$ cat src/rtl/regfile_scoreboard.sv
// Integer register file with hardwired zero entry, write-to-read bypass and a
// per-register pending scoreboard for RAW hazard detection in decode.
module regfile_scoreboard #(
    parameter int DATA_W   = 32,
    parameter int ADDR_W   = 5,
    parameter int ZERO_REG = 1,
    parameter int BYPASS   = 1
) (
    input  logic              clk,
    input  logic              rst_n,
    input  logic              we,
    input  logic [ADDR_W-1:0] waddr,
    input  logic [DATA_W-1:0] wdata,
    input  logic [ADDR_W-1:0] raddr1,
    input  logic [ADDR_W-1:0] raddr2,
    output logic [DATA_W-1:0] rdata1,
    output logic [DATA_W-1:0] rdata2,
    output logic              busy1,
    output logic              busy2,
    input  logic              sb_set,
    input  logic [ADDR_W-1:0] sb_addr,
    input  logic              flush,
    output logic [ADDR_W:0]   pend_cnt
);
    localparam int DEPTH = 2 ** ADDR_W;

    logic [DATA_W-1:0] regs_q [DEPTH];
    logic [DATA_W-1:0] regs_d [DEPTH];
    logic [DEPTH-1:0]  pend_q, pend_d;
    logic [ADDR_W:0]   pend_cnt_q, pend_cnt_d;
    logic              wr_zero;
    logic              fwd1, fwd2;

    assign wr_zero = (ZERO_REG != 0) && (waddr == '0);

    always_comb begin
        regs_d = regs_q;
        if (we && !wr_zero) begin
            regs_d[waddr] = wdata;
        end
    end

    // Flush beats a new issue, and a new issue beats a writeback to the same entry.
    always_comb begin
        pend_d = pend_q;
        for (int i = 0; i < DEPTH; i++) begin
            if (flush) begin
                pend_d[i] = 1'b0;
            end else if (sb_set && (sb_addr == ADDR_W'(i))) begin
                pend_d[i] = 1'b1;
            end else if (we && (waddr == ADDR_W'(i))) begin
                pend_d[i] = 1'b0;
            end
        end
        if (ZERO_REG != 0) begin
            pend_d[0] = 1'b0;
        end
    end

    always_comb begin
        pend_cnt_d = '0;
        for (int i = 0; i < DEPTH; i++) begin
            pend_cnt_d = pend_cnt_d + (ADDR_W + 1)'(pend_d[i]);
        end
    end

    always_ff @(posedge clk or negedge rst_n) begin
        if (!rst_n) begin
            for (int i = 0; i < DEPTH; i++) begin
                regs_q[i] <= '0;
            end
            pend_q     <= '0;
            pend_cnt_q <= '0;
        end else begin
            regs_q     <= regs_d;
            pend_q     <= pend_d;
            pend_cnt_q <= pend_cnt_d;
        end
    end

    assign fwd1 = (BYPASS != 0) && we && (waddr == raddr1) && !wr_zero;
    assign fwd2 = (BYPASS != 0) && we && (waddr == raddr2) && !wr_zero;

    always_comb begin
        if (fwd1) begin
            rdata1 = wdata;
        end else if ((ZERO_REG != 0) && (raddr1 == '0)) begin
            rdata1 = '0;
        end else begin
            rdata1 = regs_q[raddr1];
        end
    end

    always_comb begin
        if (fwd2) begin
            rdata2 = wdata;
        end else if ((ZERO_REG != 0) && (raddr2 == '0)) begin
            rdata2 = '0;
        end else begin
            rdata2 = regs_q[raddr2];
        end
    end

    // A forwarded writeback resolves the hazard in the same cycle.
    assign busy1    = pend_q[raddr1] && !((BYPASS != 0) && we && (waddr == raddr1));
    assign busy2    = pend_q[raddr2] && !((BYPASS != 0) && we && (waddr == raddr2));
    assign pend_cnt = pend_cnt_q;

endmodule

$ cat config.mk
export PLATFORM = sky130hd
export DESIGN_NAME = regfile_scoreboard
export DESIGN_NICKNAME = d
export VERILOG_FILES = /design/src/rtl/regfile_scoreboard.sv
export SDC_FILE = /design/constraint.sdc
export NUM_CORES = 2
export LEC_CHECK = 0
export CAP_MARGIN = 5
export CORE_MARGIN = 2
export CORE_UTILIZATION = 40
export DETAILED_ROUTE_END_ITERATION = 10
export PLACE_DENSITY = 0.66
export SLEW_MARGIN = 20
export SYNTH_ARGS = -nofsm -noshare
export SYNTH_HDL_FRONTEND = slang
export SYNTH_SLANG_ARGS = --single-unit
$ cat constraint.sdc
create_clock -name clk -period 5.18 [get_ports clk]
set_input_delay 0.777 -clock clk [delete_from_list [all_inputs] [get_ports clk]]
set_output_delay 0.777 -clock clk [all_outputs]
set_load 0.02 [all_outputs]
==> metrics.txt <==
hold slack 11.5 ps; TritonCTS buffer count 113; Boundary Pins 129; post-synthesis register bit count approximately 1.1k; post-synthesis instance area 57,600 sq um; required time at the endpoint of the critical path 5830 ps; routability congestion estimate 0.875; cell family contributing the most delay on the critical path adder cells; path category of the worst min-delay check primary input to asynchronous set/reset pin; maximum number of pins on one net before global-route repair 118; period utilisation layout 99.2%; achievable clock frequency roughly 190 MHz; register clock-pin slew on the reported worst setup and hold paths about 60 ps; cell chosen for the clock root clkbuf_16; multi-input gate area in the final layout 29,400 sq um; outcome finished, final reports clean; endpoint kind of the worst setup timing path flip-flop; CP most frequent cell fa_1; critical register-to-register path startpoint pend_q[10]; overall track demand over capacity in global routing 26.0%; initial cell density of the core 40.2%; first-pass GRT wire length 282,000 um; Switch Pwr 6.91 mW; nets approximately 4.3k; transition time at the pin with the least slew margin 1170 ps; DIE AREA 147,000 sq um; maximum clock path buffer count 3; worst setup path startpoint waddr[1]; fraction of final layout cells sized beyond drive strength 1 51.6%; count of nets left with antenna violations after detail routing 0; level count of the clock H-tree 3; count of mapped cells out of synthesis 4,112; Distinct cells, synth 50; post-detailed-route wirelength per cell 31.1 um; pwr/cell area ~370 nW/um^2; TritonCTS clock tree yes; signed area change from the synthesized netlist to the final layout 15.1%; routed via count divided by cell count between 6 and 7; sequential-to-total area share from yosys stat between 40% and 50%; Die Span Y roughly 380 um; max_slew headroom 21.7%; number of max-cap violations 0; final-layout fill cell count 12.6k; min cycle time layout 5140 ps; sum of internal, switching and leakage power 24.6 mW; setup repair after global routing missed its margin true; routed vias roughly 40k; storage element area 26,600 sq um; 1st-iter DRT viols 4,115; Avg Inst Size Synth approximately 14 sq um; Final Slew Violations 0; detailed-router iteration count before antenna repair 6; CTS sink cnt 1,061; minimum setup slack after placement -1100 ps; Max stage delay cell, worst path fa_1; insertion delay to the later sink of the worst-skew pair 730 ps; worst path arrival time between 5000 and 6000 ps; nets in the synthesized netlist between 4k and 5k; Critical Path Start Type primary input; final setup vio count 0; Int Power 17.6 mW; Setup WS post-layout roughly 41 ps; remaining routing DRC violations 0; Port Buf Inserts 128; critical path class primary input to flip-flop; Clock Skews 11.6 ps; Congestion Overflow GR 0; initial antenna violation count 5; worst-case vdd ir drop 0.304 mV; Final Hold Vio Count 0; cell leakage power approximately 28 nW; crit path buf inv count 7; via count of the first global-routing pass 39.9k; number of warnings issued by yosys 0; part of the total power dissipated in sequential elements 44.5%; Core Footprint 143,000 sq um; DRT Wirelength 193,000 um; critical path's largest stage delay 550 ps; largest fanout on the critical path 3; die span in x 384 um; combinational share of power a little over a fifth; share of total power consumed by net switching 28.2%; chain of cells forming the critical path buf_8 -> buf_6 -> nor3b_4 -> buf_4 -> nand2_2 -> a22oi_2 -> nor2_2 -> fa_1 -> inv_2 -> fa_1 -> fa_1 -> fa_1 -> fa_1 -> inv_2 -> fa_2 -> inv_2 -> fa_2 -> inv_2 -> fa_2 -> a21o_1 -> a21oi_2 -> xnor2_1; fraction of power consumed by the clock network 34.1%; detailed placer's ending HPWL around 120,000 um; row cnt between 100 and 150
worst paths after layout:
| path | to | slack (ps) | depth (start not counted) |
|---|---|---|---|
| hold / removal | regs_q[275] | 10 | 1 |
| setup reg to reg | pend_cnt[4] | 250 | 17 |
| hold reg to reg | regs_q[994] | 370 | 0 |
| setup / recovery | pend_cnt[4] | 40 | 22 |
| max in group asynchronous | regs_q[727] | 3910 | 2 |
| min in group clk | regs_q[994] | 370 | 0 |
registers in the layout, summed over array words and instances (netlist names):
name      count
pend_cnt      6
regs_q     1024
pend_q       31
cells in the final DEF, fill, tap and decap left out, types with 17 or more instances in the layout:
master,Yosys,layout
mux2_2,1176,1176
dfrtp_1,1061,1061
mux4_2,410,410
buf_4,18,278
a22oi_1,138,132
clkbuf_16,0,113
nand2_1,124,106
nor2_1,130,99
o22ai_1,90,90
mux2i_1,82,82
clkdlybuf4s50_1,0,79
nor3_1,72,69
buf_12,1,43
o21ai_0,47,41
a32o_1,32,32
nand3b_1,28,28
inv_1,33,28
clkbuf_8,0,28
clkinv_2,0,24
a41oi_1,22,22
clkbuf_1,246,21
fa_1,23,20
nor2_4,0,19
a21oi_1,24,17
a21o_1,17,17
stage by stage:
step	cell area, sq um	instances	util [%]	TNS [ps]
6_report	66300	6190	46.3	0
5_1_grt	66300	6189	46.3	-593
4_1_cts	66200	6182	46.2	-8.86
3_5_place_dp	62100	5951	43.4	-5970
3_3_place_gp	62100	5951	43.4	-5930
2_1_floorplan	57900	4112	-	-2120
power groups by stage:
stage / sequential [mW] / combinational (mW) / clock (mW)
final: 10.9 / 5.25 / 8.38
after global routing: 11.1 / 5.58 / 8.83
after CTS: 10.9 / 5.24 / 8.49
after detailed placement: 11.0 / 5.20 / 0
after global placement: 10.9 / 5.10 / 0
after floorplan: 10.6 / 3.82 / 0
synthesized netlist by cell type (all sizes together):
cell type | number | area share (%)
a2111oi | 1 | 0.015
a211oi | 11 | 0.14
a21o | 17 | 0.22
a21oi | 24 | 0.21
a221o | 4 | 0.069
a22o | 6 | 0.091
a22oi | 138 | 1.8
a32o | 32 | 0.56
a41oi | 22 | 0.33
and2 | 5 | 0.054
and3 | 2 | 0.022
and3b | 4 | 0.061
buf | 213 | 1.8
clkbuf | 246 | 1.6
dfrtp | 1061 | 46
fa | 23 | 0.80
ha | 7 | 0.15
inv | 33 | 0.21
mux2 | 1176 | 23
mux2i | 82 | 1.4
mux4 | 410 | 16
nand2 | 124 | 0.81
nand2b | 9 | 0.098
nand3 | 11 | 0.096
nand3b | 28 | 0.36
nand4 | 12 | 0.13
nor2 | 130 | 0.85
nor2b | 9 | 0.098
nor3 | 73 | 0.64
nor3b | 6 | 0.078
nor4 | 6 | 0.065
nor4b | 2 | 0.041
o211ai | 13 | 0.17
o21ai | 48 | 0.42
o221ai | 13 | 0.20
o22ai | 90 | 0.98
o31ai | 1 | 0.013
or2 | 3 | 0.033
or3 | 2 | 0.022
or3b | 2 | 0.030
xnor2 | 11 | 0.17
xor2 | 2 | 0.030
layout make-up:
class	count	share of cell area, %
multi-input combinational	2559	44.4
sequential	1061	40.0
timing repair buffer	425	6.04
clock buffer	162	4.96
tap	1903	3.59
clock inverter	43	0.798
inverter	33	0.187
antenna	4	0.0151
kinds of logic after synthesis:
| kind of cell | synth area share (%) |
|---|---|
| muxes | 40.4 |
| xor gates and xnor gates | 0.198 |
| DFF | 46.1 |
| and+or+nand+nor | 3.49 |
| AOI/OAI and AO/OA | 5.21 |
| buffers and inverters | 3.66 |
| adders and majority gates | 0.951 |
repair_timing:
item	in CTS	in global routing
endpoints found under the setup margin	5	5
pin swaps	33	23
resized for setup	65	13
setup buffers	26	7
hold buffers	0	0
per-layer routing:
layer | global-route usage [%] | wire [um] | vias to the layer above
met5 | 0 | 13 | -
met4 | 11.1 | 8610 | 2
met3 | 4.49 | 14900 | 456
met2 | 41.5 | 90800 | 1759
met1 | 35.1 | 78200 | 21200
li1 | - | - | 15800
worst reg2reg max path, stage by stage (launching register included):
cell,delay [ps]
dfrtp_1,440
a22oi_2,200
nor2_2,80
fa_1,550
inv_2,40
fa_1,470
fa_1,550
fa_1,430
fa_1,520
inv_2,50
fa_2,430
inv_2,60
fa_2,180
inv_2,40
fa_2,340
a21o_1,170
a21oi_2,150
xnor2_1,130
No activity file was read; power rests on OpenSTA's default activity.
